<file path="src/rtl/quant_pipe_param.sv">
`default_nettype none
// +----------------------------------------------------------------------+
// | Module      : quant_pipe_param                                       |
// | Description : Two-stage dead-zone quantizer for DWT coefficient      |
// |               pairs. Selects a subband reciprocal step from a        |
// |               runtime-loadable 16-entry table, multiplies, rounds    |
// |               (toward zero or half away from zero) and saturates,    |
// |               with a valid/ready handshake on both sides.            |
// | Revision    : 1.0 - initial release                                  |
// +----------------------------------------------------------------------+
module quant_pipe_param #(
   parameter int DW   = 16,
   parameter int SW   = 20,
   parameter int FRAC = 14,
   parameter int OW   = 17,
   parameter int NLEV = 5
) (
   input  logic          clk_qk,
   input  logic          rst,
   input  logic          rst_syn,
   input  logic          in_vld,
   output logic          in_rdy,
   input  logic [DW-1:0] in_l,
   input  logic [DW-1:0] in_h,
   input  logic [2:0]    in_level,
   input  logic          in_ce0,
   input  logic          round_mode,
   input  logic          cfg_we,
   input  logic [3:0]    cfg_addr,
   input  logic [SW-1:0] cfg_data,
   output logic          out_vld,
   input  logic          out_rdy,
   output logic [OW-1:0] out_l,
   output logic [OW-1:0] out_h,
   output logic [3:0]    out_band_l,
   output logic [3:0]    out_band_h,
   output logic          out_byp_l,
   output logic          out_sat
);

   // Product width: signed coefficient times zero-extended unsigned step.
   localparam int c_PW = DW + SW + 1;

   localparam int c_TBL_RST [16] = '{278460, 281378, 281378, 284963,
                                     139955, 139955, 140985,  68548,
                                      68548,  68165,  32720,  32720,
                                      31699,  16568,  16568,  17047};

   localparam logic signed [c_PW-1:0] c_QMAX = {{(c_PW-OW+1){1'b0}}, {(OW-1){1'b1}}};
   localparam logic signed [c_PW-1:0] c_QMIN = {{(c_PW-OW+1){1'b1}}, {(OW-1){1'b0}}};
   localparam logic signed [c_PW-1:0] c_ONE  = c_PW'(1);
   localparam logic        [c_PW-1:0] c_HALF = c_PW'(1) << (FRAC - 1);

   // Reciprocal step table
   logic [SW-1:0]          tbl_q [16];

   // Handshake
   logic                   w_adv;

   // Stage 1 next-state and registers
   logic [3:0]             w_lh;
   logic [3:0]             s1_bl_d,   s1_bl_q;
   logic [3:0]             s1_bh_d,   s1_bh_q;
   logic                   s1_bypl_d, s1_bypl_q;
   logic                   s1_byph_d, s1_byph_q;
   logic signed [c_PW-1:0] s1_pl_d,   s1_pl_q;
   logic signed [c_PW-1:0] s1_ph_d,   s1_ph_q;
   logic [DW-1:0]          s1_rl_q,   s1_rh_q;
   logic                   s1_mode_q;
   logic                   s1_vld_q;

   logic [SW-1:0]          w_step_l,  w_step_h;
   logic signed [c_PW-1:0] w_xl, w_xh, w_sl, w_sh;

   // Stage 2 next-state and registers
   logic [OW:0]            w_rl, w_rh;
   logic [OW-1:0]          out_l_d,   out_l_q;
   logic [OW-1:0]          out_h_d,   out_h_q;
   logic                   out_sat_d, out_sat_q;
   logic [3:0]             out_bl_q,  out_bh_q;
   logic                   out_byp_q;
   logic                   out_vld_q;

   // Both stages move together; an empty output slot or a taker frees the pipe.
   assign w_adv  = !out_vld_q || out_rdy;
   assign in_rdy = w_adv;

   // Step table: defaults on reset, one write port; a same-cycle read sees the old entry.
   always_ff @(posedge clk_qk or posedge rst) begin
      if (rst) begin
         for (int i = 0; i < 16; i++) begin
            tbl_q[i] <= SW'(c_TBL_RST[i]);
         end
      end else if (cfg_we) begin
         tbl_q[cfg_addr] <= cfg_data;
      end
   end

   // Subband routing: map level and row phase onto table indices and bypass flags.
   always_comb begin
      w_lh      = 4'(3 * (NLEV - 1 - int'(in_level)) + 1);
      s1_bl_d   = 4'd0;
      s1_bh_d   = 4'd0;
      s1_bypl_d = 1'b0;
      s1_byph_d = 1'b0;
      if (int'(in_level) >= NLEV) begin
         // Beyond the configured depth: pass both channels untouched.
         s1_bypl_d = 1'b1;
         s1_byph_d = 1'b1;
      end else if ((int'(in_level) < NLEV - 1) && (in_ce0 == ~in_level[0])) begin
         // Pass phase: LL data continues to the next level, h is LH.
         s1_bypl_d = 1'b1;
         s1_bh_d   = w_lh;
      end else if (in_ce0 && (int'(in_level) == NLEV - 1)) begin
         // Coarsest level, LL/LH row.
         s1_bh_d   = w_lh;
      end else begin
         s1_bl_d   = w_lh + 4'd1;
         s1_bh_d   = w_lh + 4'd2;
      end
   end

   assign w_step_l = tbl_q[s1_bl_d];
   assign w_step_h = tbl_q[s1_bh_d];
   assign w_xl     = {{(c_PW-DW){in_l[DW-1]}}, in_l};
   assign w_xh     = {{(c_PW-DW){in_h[DW-1]}}, in_h};
   assign w_sl     = {{(c_PW-SW){1'b0}}, w_step_l};
   assign w_sh     = {{(c_PW-SW){1'b0}}, w_step_h};
   assign s1_pl_d  = w_xl * w_sl;
   assign s1_ph_d  = w_xh * w_sh;

   // Stage 1: capture products, routing, mode and raw inputs for the bypass path.
   always_ff @(posedge clk_qk or posedge rst) begin
      if (rst) begin
         s1_vld_q  <= 1'b0;
         s1_pl_q   <= '0;
         s1_ph_q   <= '0;
         s1_rl_q   <= '0;
         s1_rh_q   <= '0;
         s1_bl_q   <= '0;
         s1_bh_q   <= '0;
         s1_bypl_q <= 1'b0;
         s1_byph_q <= 1'b0;
         s1_mode_q <= 1'b0;
      end else if (rst_syn) begin
         s1_vld_q  <= 1'b0;
         s1_pl_q   <= '0;
         s1_ph_q   <= '0;
         s1_rl_q   <= '0;
         s1_rh_q   <= '0;
         s1_bl_q   <= '0;
         s1_bh_q   <= '0;
         s1_bypl_q <= 1'b0;
         s1_byph_q <= 1'b0;
         s1_mode_q <= 1'b0;
      end else if (w_adv) begin
         s1_vld_q <= in_vld;
         if (in_vld) begin
            s1_pl_q   <= s1_pl_d;
            s1_ph_q   <= s1_ph_d;
            s1_rl_q   <= in_l;
            s1_rh_q   <= in_h;
            s1_bl_q   <= s1_bl_d;
            s1_bh_q   <= s1_bh_d;
            s1_bypl_q <= s1_bypl_d;
            s1_byph_q <= s1_byph_d;
            s1_mode_q <= round_mode;
         end
      end
   end

   // Round a scaled product to an integer and clip it to the output range.
   // Returns {clip, q}.
   function automatic logic [OW:0] f_round_sat(input logic signed [c_PW-1:0] p,
                                                input logic                   mode);
      logic signed [c_PW-1:0] q;
      logic        [c_PW-1:0] mag;
      logic                   neg;
      logic                   clip;
      q    = '0;
      mag  = '0;
      clip = 1'b0;
      neg  = p[c_PW-1];
      if (mode) begin
         // Half away from zero: round the magnitude, then restore the sign.
         mag = neg ? $unsigned(-p) : $unsigned(p);
         mag = (mag + c_HALF) >> FRAC;
         q   = neg ? -$signed(mag) : $signed(mag);
      end else begin
         // Toward zero: floor, then step back up for negatives with a fraction.
         q = p >>> FRAC;
         if (neg && (p[FRAC-1:0] != '0)) begin
            q = q + c_ONE;
         end
      end
      if (q > c_QMAX) begin
         q    = c_QMAX;
         clip = 1'b1;
      end else if (q < c_QMIN) begin
         q    = c_QMIN;
         clip = 1'b1;
      end
      return {clip, q[OW-1:0]};
   endfunction

   // Stage 2 datapath: quantize or sign-extend each channel, merge clip flags.
   always_comb begin
      w_rl      = f_round_sat(s1_pl_q, s1_mode_q);
      w_rh      = f_round_sat(s1_ph_q, s1_mode_q);
      out_l_d   = s1_bypl_q ? {{(OW-DW){s1_rl_q[DW-1]}}, s1_rl_q} : w_rl[OW-1:0];
      out_h_d   = s1_byph_q ? {{(OW-DW){s1_rh_q[DW-1]}}, s1_rh_q} : w_rh[OW-1:0];
      out_sat_d = (!s1_bypl_q && w_rl[OW]) || (!s1_byph_q && w_rh[OW]);
   end

   // Stage 2: output register, held while the consumer stalls.
   always_ff @(posedge clk_qk or posedge rst) begin
      if (rst) begin
         out_vld_q <= 1'b0;
         out_l_q   <= '0;
         out_h_q   <= '0;
         out_bl_q  <= '0;
         out_bh_q  <= '0;
         out_byp_q <= 1'b0;
         out_sat_q <= 1'b0;
      end else if (rst_syn) begin
         out_vld_q <= 1'b0;
         out_l_q   <= '0;
         out_h_q   <= '0;
         out_bl_q  <= '0;
         out_bh_q  <= '0;
         out_byp_q <= 1'b0;
         out_sat_q <= 1'b0;
      end else if (w_adv) begin
         out_vld_q <= s1_vld_q;
         if (s1_vld_q) begin
            out_l_q   <= out_l_d;
            out_h_q   <= out_h_d;
            out_bl_q  <= s1_bl_q;
            out_bh_q  <= s1_bh_q;
            out_byp_q <= s1_bypl_q;
            out_sat_q <= out_sat_d;
         end
      end
   end

   assign out_vld    = out_vld_q;
   assign out_l      = out_l_q;
   assign out_h      = out_h_q;
   assign out_band_l = out_bl_q;
   assign out_band_h = out_bh_q;
   assign out_byp_l  = out_byp_q;
   assign out_sat    = out_sat_q;

endmodule
`default_nettype wire

</file>
<file path="config.mk">
export PLATFORM = sky130hd
export DESIGN_NAME = quant_pipe_param
export DESIGN_NICKNAME = d
export VERILOG_FILES = /design/src/rtl/quant_pipe_param.sv
export SDC_FILE = /design/constraint.sdc
export NUM_CORES = 2
export LEC_CHECK = 0
export ABC_AREA = 1
export CORE_MARGIN = 2
export CORE_UTILIZATION = 29
export DETAILED_ROUTE_END_ITERATION = 12
export GPL_ROUTABILITY_DRIVEN = 1
export PLACE_DENSITY = 0.52
export RECOVER_POWER = 25
export SYNTH_ARGS = -nofsm -noshare
export SYNTH_HDL_FRONTEND = slang
export SYNTH_SLANG_ARGS = --single-unit
</file>
<file path="constraint.sdc">
create_clock -name clk_qk -period 19.45 [get_ports clk_qk]
set_input_delay 3.89 -clock clk_qk [delete_from_list [all_inputs] [get_ports clk_qk]]
set_output_delay 3.89 -clock clk_qk [all_outputs]
set_load 0.005 [all_outputs]
</file>
== Word-level counts from Yosys, hierarchy flattened ==
Index checks and enable logic that the tools add are counted.

* Bits in registers: 483
* Bits in latches: 0
* RAM bits: 0
* ROM bits: 0
* Bits of input ports: 67
* Output and inout port bits: 46
* Word-level logic and storage cells: 168
* Memories kept: 0

* Add/subtract/negate cells: 12
* $mul: 3
* Divide/modulo/power cells: 0
* Magnitude comparators: 10
* Equality and inequality tests: 2
* Shift-type cells: 0
* Multiplexer cells: 85
* Bitwise gates (word level): 4
* Reduce and logical (&&, ||, !) cells: 19

{| class="wikitable"
|+ Operator list
! operator !! number
|-
| 37-bit two-way mux || 14
|-
| 320-bit bitwise mux || 1
|-
| 17-bit two-way mux || 12
|-
| 20-bit binary-select mux with 4-bit select || 2
|-
| 20-bit two-way mux || 5
|-
| 16-bit two-way mux || 6
|-
| 20-bit demux with 4-bit select || 1
|-
| 37-bit by 14-bit adder with 37-bit output, second input constant || 2
|-
| 37-bit by 17-bit > comparator with 1-bit output, second input constant || 2
|-
| 37-bit by 17-bit less-than comparator with 1-bit output, second input constant || 2
|-
| 16-bit by 21-bit multiplier with 37-bit output || 2
|-
| 23-bit negation with 37-bit output || 2
|-
| 37-bit negation || 2
|-
| 4-bit two-way mux || 18
|-
| 23-bit by 2-bit adder with 24-bit output, second input constant || 2
|-
| 14-bit nonzero test || 2
|-
| 1-bit two-way mux || 26
|-
| 5-bit greater-or-equal comparator, second input constant || 3
|-
| 4-bit inverter with 5-bit output || 3
|-
| 4-bit by 2-bit adder with 4-bit output, second input constant || 2
|-
| 1-bit logical AND || 7
|-
| 2-bit nonzero test || 3
|-
| 5-bit by 1-bit less-than comparator with 1-bit output, second input constant || 1
|-
| 4-bit by 1-bit adder with 4-bit output, second input constant || 1
|-
| 10 further kinds || 14
|}

== Depth between registers and ports, before layout ==
* Depth after elaboration: 15
* Mapped depth: 54
* Gate-level depth less buffers: 50

== Least setup slack after synthesis ==
No wires, ideal clock.

* Path kind: input -> register
* Start: input in_level[0]
* End: register s1_ph_q[32]
* Arrival: 12.125 ns
* Data required time: 19.320 ns
* Setup slack: 7.195 ns
* Stages on the path: 49
* Buffers on the path: 4
* Cell sequence: clkbuf_1 inv_1 ha_1 ha_1 a21oi_1 o211ai_1 nand2_1 inv_1 o21ai_0 a21o_1 clkbuf_1 clkbuf_1 clkbuf_1 o211ai_1 o211ai_1 o21ai_0 nand2_1 nand2_1 [... 13 more ...] ha_1 nand2_1 nor2_1 o21ai_0 o211ai_1 nand3_1 o2111ai_1 a21oi_1 o21ai_0 a31oi_1 inv_1 a21oi_1 o21ai_0 a31oi_1 nor2_1 nor2_1 nand2_1 o21ai_0

* Word-level cells in the longest chain between the ends: 15
* Elaborated cells between the ends (all ways): 22
* Classes of those cells: add/sub (3); mul (2); order compare (2); eq/ne (2); mux (9); bitwise (2); reduce/logical (2)

{| class="wikitable"
|+ RTL lines
! what !! RTL line !! source
|-
| from (decl) || 25 || <nowiki>input logic [2:0] in_level,</nowiki>
|-
| 3-bit by 3-bit subtractor with 4-bit output || 101 || <nowiki>w_lh = 4'(3 * (NLEV - 1 - int'(in_level)) + 1);</nowiki>
|-
| 3-bit by 4-bit multiplier with 4-bit output || 101 ||
|-
| 4-bit by 2-bit adder with 4-bit output || 101 ||
|-
| 4-bit by 2-bit adder with 4-bit output || 119 || <nowiki>s1_bh_d = w_lh + 4'd2;</nowiki>
|-
| 4-bit two-way mux || 114 || <nowiki>end else if (in_ce0 && (int'(in_level) == NLEV - 1)) begin</nowiki>
|-
| 4-bit two-way mux || 110 || <nowiki>end else if ((int'(in_level) < NLEV - 1) && (in_ce0 == ~in_level[0])) begin</nowiki>
|-
| 4-bit two-way mux * || 106 || <nowiki>if (int'(in_level) >= NLEV) begin</nowiki>
|-
| 4-bit inverter with 5-bit output (not written as such) * || 124 || <nowiki>assign w_step_h = tbl_q[s1_bh_d];</nowiki>
|-
| 20-bit binary-select mux with 4-bit select * || 124 ||
|-
| 20-bit two-way mux (not written as such) * (2 in a row) || 124 ||
|-
| 16-bit by 21-bit multiplier with 37-bit output * || 130 || <nowiki>assign s1_ph_d = w_xh * w_sh;</nowiki>
|-
| 37-bit two-way mux * || 158 || <nowiki>if (in_vld) begin</nowiki>
|-
| 37-bit two-way mux * || 156 || <nowiki>end else if (w_adv) begin</nowiki>
|-
| 37-bit two-way mux * || 145 || <nowiki>end else if (rst_syn) begin</nowiki>
|-
| to (signal assigned) || 160 || <nowiki>s1_ph_q <= s1_ph_d;</nowiki>
|-
| to (decl) || 67 || <nowiki>logic signed [c_PW-1:0] s1_ph_d, s1_ph_q;</nowiki>
|}

Every way passes the cells marked *; elsewhere a longest branch is shown, timed or not. The select of a mux whose other input is x is not followed.
A chain may end at the register's enable or synchronous reset.

== Worst setup path after layout ==
* Start: input in_level[0]
* End: register s1_pl_q[29]

* Word-level cells in the longest chain between the ends: 15
* Elaborated cells between the ends (all ways): 22
* Classes of those cells: add/sub (3); mul (2); order compare (2); eq/ne (2); mux (9); bitwise (2); reduce/logical (2)

{| class="wikitable"
|+ RTL lines
! what !! RTL line !! source
|-
| 3-bit by 3-bit subtractor with 4-bit output || 101 ||
|-
| 3-bit by 4-bit multiplier with 4-bit output || 101 ||
|-
| 4-bit by 2-bit adder with 4-bit output || 101 ||
|-
| 4-bit by 1-bit adder with 4-bit output || 118 || <nowiki>s1_bl_d = w_lh + 4'd1;</nowiki>
|-
| 4-bit two-way mux || 114 ||
|-
| 4-bit two-way mux || 110 ||
|-
| 4-bit two-way mux * || 106 ||
|-
| 4-bit inverter with 5-bit output (not written as such) * || 123 || <nowiki>assign w_step_l = tbl_q[s1_bl_d];</nowiki>
|-
| 20-bit binary-select mux with 4-bit select * || 123 ||
|-
| 20-bit two-way mux (not written as such) * (2 in a row) || 123 ||
|-
| 16-bit by 21-bit multiplier with 37-bit output * || 129 || <nowiki>assign s1_pl_d = w_xl * w_sl;</nowiki>
|-
| 37-bit two-way mux * || 158 ||
|-
| 37-bit two-way mux * || 156 ||
|-
| 37-bit two-way mux * || 145 ||
|-
| to (signal assigned) || 159 || <nowiki>s1_pl_q <= s1_pl_d;</nowiki>
|-
| to (decl) || 66 || <nowiki>logic signed [c_PW-1:0] s1_pl_d, s1_pl_q;</nowiki>
|}

Marked as above.

==> flow_metrics.py <==
metrics = {
    "status": {
        "outcome": "complete, but fails checks",
        "violations": "max-capacitance violations, max-slew violations",
    },
    "route": {
        "vias": 46800,
        "wl_um": 180000,
        "avgRoutedWirePerCell_um": 19.1,
        "ant_nets": 0,
        "dr.pass1.iters": 6,
        "vias_per_cell": 4.97,
        "drc": 0,
        "drt-initial-drc-count": 4194,
    },
    "sta": {
        "hold_viol": 0,
        "finalMaxSlewViolations": 488,
        "max_freq_mhz": 69.8,
        "skew_ns": 0.0535,
        "setup_viol": 0,
        "slew_headroom": -2.90,
        "fin_crit_sh": 0.736,
        "worst_slew_pin_slew_ns": 5.81,
        "rsz0062_at_grt": "no",
        "worst_slack_ns": 5.13,
        "fin_tns_setup_ns": 0,
        "period_needed_ns": 14.32,
    },
    "synth": {
        "synth_fp_nets": 7964,
        "synth-main-ff-cell": "dfrtp_1",
        "ys_warn_count": 0,
        "synth_edf_count": 0,
        "async_flop_share": 1.00,
        "ys_ff_latch": 483,
        "synthCells": 7121,
        "ys_seq_area_frac": 0.237,
        "synth_cell_type_count": 57,
        "avgSynthCellArea_um2": 7.24,
        "synth_area_um2": 51600,
    },
    "cells_and_area": {
        "area_delta_synth_final_pct": 10.9,
        "most-common-layout-cells": "nand2_1 (1904), inv_1 (1163), o21ai_0 (680), nor2_1 (523), fa_1 (500)",
        "final_common_cell": "nand2_1",
        "drive_gt1_frac": 0.0650,
        "fin_nets": 7862,
        "fillers": 19100,
        "multiInputGateArea_um2": 33500,
        "regArea_um2": 12200,
    },
    "floorplan": {
        "io_pins": 113,
        "die_h_um": 426,
        "rows": 154,
        "initial_utilization": 0.292,
        "core_um2": 176000,
        "die_w_um": 426,
        "fp.dieArea_um2": 181000,
    },
    "setup_path": {
        "critPathBufInv": 10,
        "critical-path-slowest-cell": "buf_4",
        "end_kind": "register",
        "setup.worst_path.start_class": "input pin",
        "ff2ff_path_depth": 36,
        "critical_path_class": "input pin to register",
        "cp_top_family": "adder cells",
        "max_stage_delay_ns": 0.88,
        "path_depth": 51,
        "crit_path_frequent_cell": "nand2_1",
        "required_ns": 19.97,
        "worstPathArrival_ns": 14.85,
        "crit_fanout": 110,
    },
    "cts": {
        "clk_latency_ns": 0.69,
        "clock_sinks": 483,
        "cts_made_buffers": 66,
        "cts_resized": 0,
        "root_buffer": "clkbuf_16",
        "hold_buffers": 0,
        "cts_tree": "yes",
        "htreeDepth": 3,
        "cts.path.max_buffers": 3,
        "post_cts_buffers": 0,
        "clk_pin_slew_worst_paths_ns": 0.05,
    },
    "global_route": {
        "grt_start_max_net_pins": 159,
        "antenna_found_initial": 5,
        "grt_first_pass_wirelength_um": 281000,
        "overflow": 0,
        "gr-usage-all-layers": 0.199,
        "grt_pass1_vias": 46600,
    },
    "placement": {
        "hpwlAfterDp_um": 133000,
        "gp_congestion": 0.915,
        "dpl_worst_slack_ns": 4.58,
        "portBuffers": 112,
    },
    "hold_path": {
        "hp-class": "register to register",
        "hold_depth": 2,
    },
    "run": {
        "drv_cap": 10,
    },
}
final timing paths:
path	startpoint	endpoint	slack [ns]
max reg2reg	tbl_q[270]	s1_ph_q[32]	11.04
max in group asynchronous	rst	tbl_q[161]	10.57
min	out_h[7]	out_h[7]	0.48
min in group asynchronous	rst	tbl_q[132]	5.50
max	in_level[0]	s1_pl_q[29]	5.13
min reg2reg	out_h[7]	out_h[7]	0.48
registers in the layout, indices dropped and copies added (netlist names):
signal,count
out_band_h,4
out_band_l,4
s1_bl_q,4
s1_rh_q,16
s1_mode_q,1
s1_bypl_q,1
s1_ph_q,37
s1_pl_q,37
s1_bh_q,4
s1_byph_q,1
s1_rl_q,16
out_vld,1
s1_vld_q,1
out_byp_l,1
out_h,17
out_sat,1
out_l,17
tbl_q,320
logic make-up (layout without fill, tap and decap cells):
logic type | after synthesis | after routing | synth area share
flip-flops | 483 | 483 | 0.237
buffers and inverters | 1558 | 1510 | 0.115
adder cells (fa/ha/maj) | 776 | 776 | 0.261
AND/OR/NAND/NOR | 2960 | 2960 | 0.237
other | 0 | 3 | 0
XOR/XNOR | 33 | 33 | 0.00561
AO/OA/AOI/OAI | 1308 | 1308 | 0.144
multiplexers | 3 | 3 | 0.000582
worst reg2reg max path, delay by kind of cell, from the launching register on:
family          cells  cell delay, ns
compound gates     13            2.48
fa+ha+maj           7            3.27
buf+inv             7            0.93
flops               1            0.38
simple gates        9            1.21
cell usage after synthesis (4+ instances only):
cell type  count  share of area
o211ai_1     227          0.033
clkbuf_1     317          0.023
nor3_1        27         0.0026
nand3_2       10         0.0019
a21oi_1      258          0.025
nand2_2       46         0.0056
nand3_1      312          0.030
inv_2          7        0.00051
nor2_2        25         0.0030
nand3b_1       8         0.0012
xnor2_1        8         0.0014
o31ai_1       10         0.0015
nor2_1       530          0.039
nand2_1     1907           0.14
o22ai_1       69         0.0084
buf_2         11         0.0011
a21o_1         4        0.00058
a32o_1         4        0.00078
a21boi_0       4        0.00058
buf_1         20         0.0015
buf_4          5        0.00073
inv_1       1167          0.085
o21ai_1        4        0.00039
a22o_1         6         0.0010
xor2_1        25         0.0042
buf_6          6         0.0013
nand4_1       49         0.0059
dfstp_2      127          0.065
o21ai_0      680          0.066
o21a_1         6        0.00087
ha_1         276          0.067
nor2_4        12         0.0026
fa_1         500           0.19
dfrtp_1      356           0.17
nand2_4        6         0.0013
clkinv_1      25         0.0018
or2_2          9         0.0011
o21bai_1       9         0.0013
nor4_1         8        0.00097
a31oi_1       12         0.0015
cell type report:
class / instances / share of cell area
multi-input cells: 5080 / 0.585
flip-flops and latches: 483 / 0.214
inverters: 1199 / 0.0789
well taps: 2340 / 0.0512
clock buffers: 90 / 0.0334
repair buffers: 189 / 0.0296
clock inverters: 32 / 0.00726
diodes: 3 / 0.000131
routing by layer:
metal,wire [um],track usage,up-vias,share of wire
met5,9,0,-,0.000050
met4,5270,0.0602,2,0.029
met3,9800,0.0229,265,0.054
met2,83500,0.328,1467,0.46
met1,81700,0.274,22800,0.45
li1,-,-,22200,-
through the flow:
stage	area, um2	hold WS (ns)	util	std cells
after global routing	57200	0.495	0.324	9414
final	57200	0.476	0.324	9416
after CTS	57200	0.479	0.324	9413
after detailed placement	54900	0.465	0.311	9291
after global placement	54900	0.461	0.311	9291
after floorplan	51600	0.453	-	7121
Power is not shown: default switching activity piles up to over one toggle a cycle in this logic, so the estimate is an artifact.
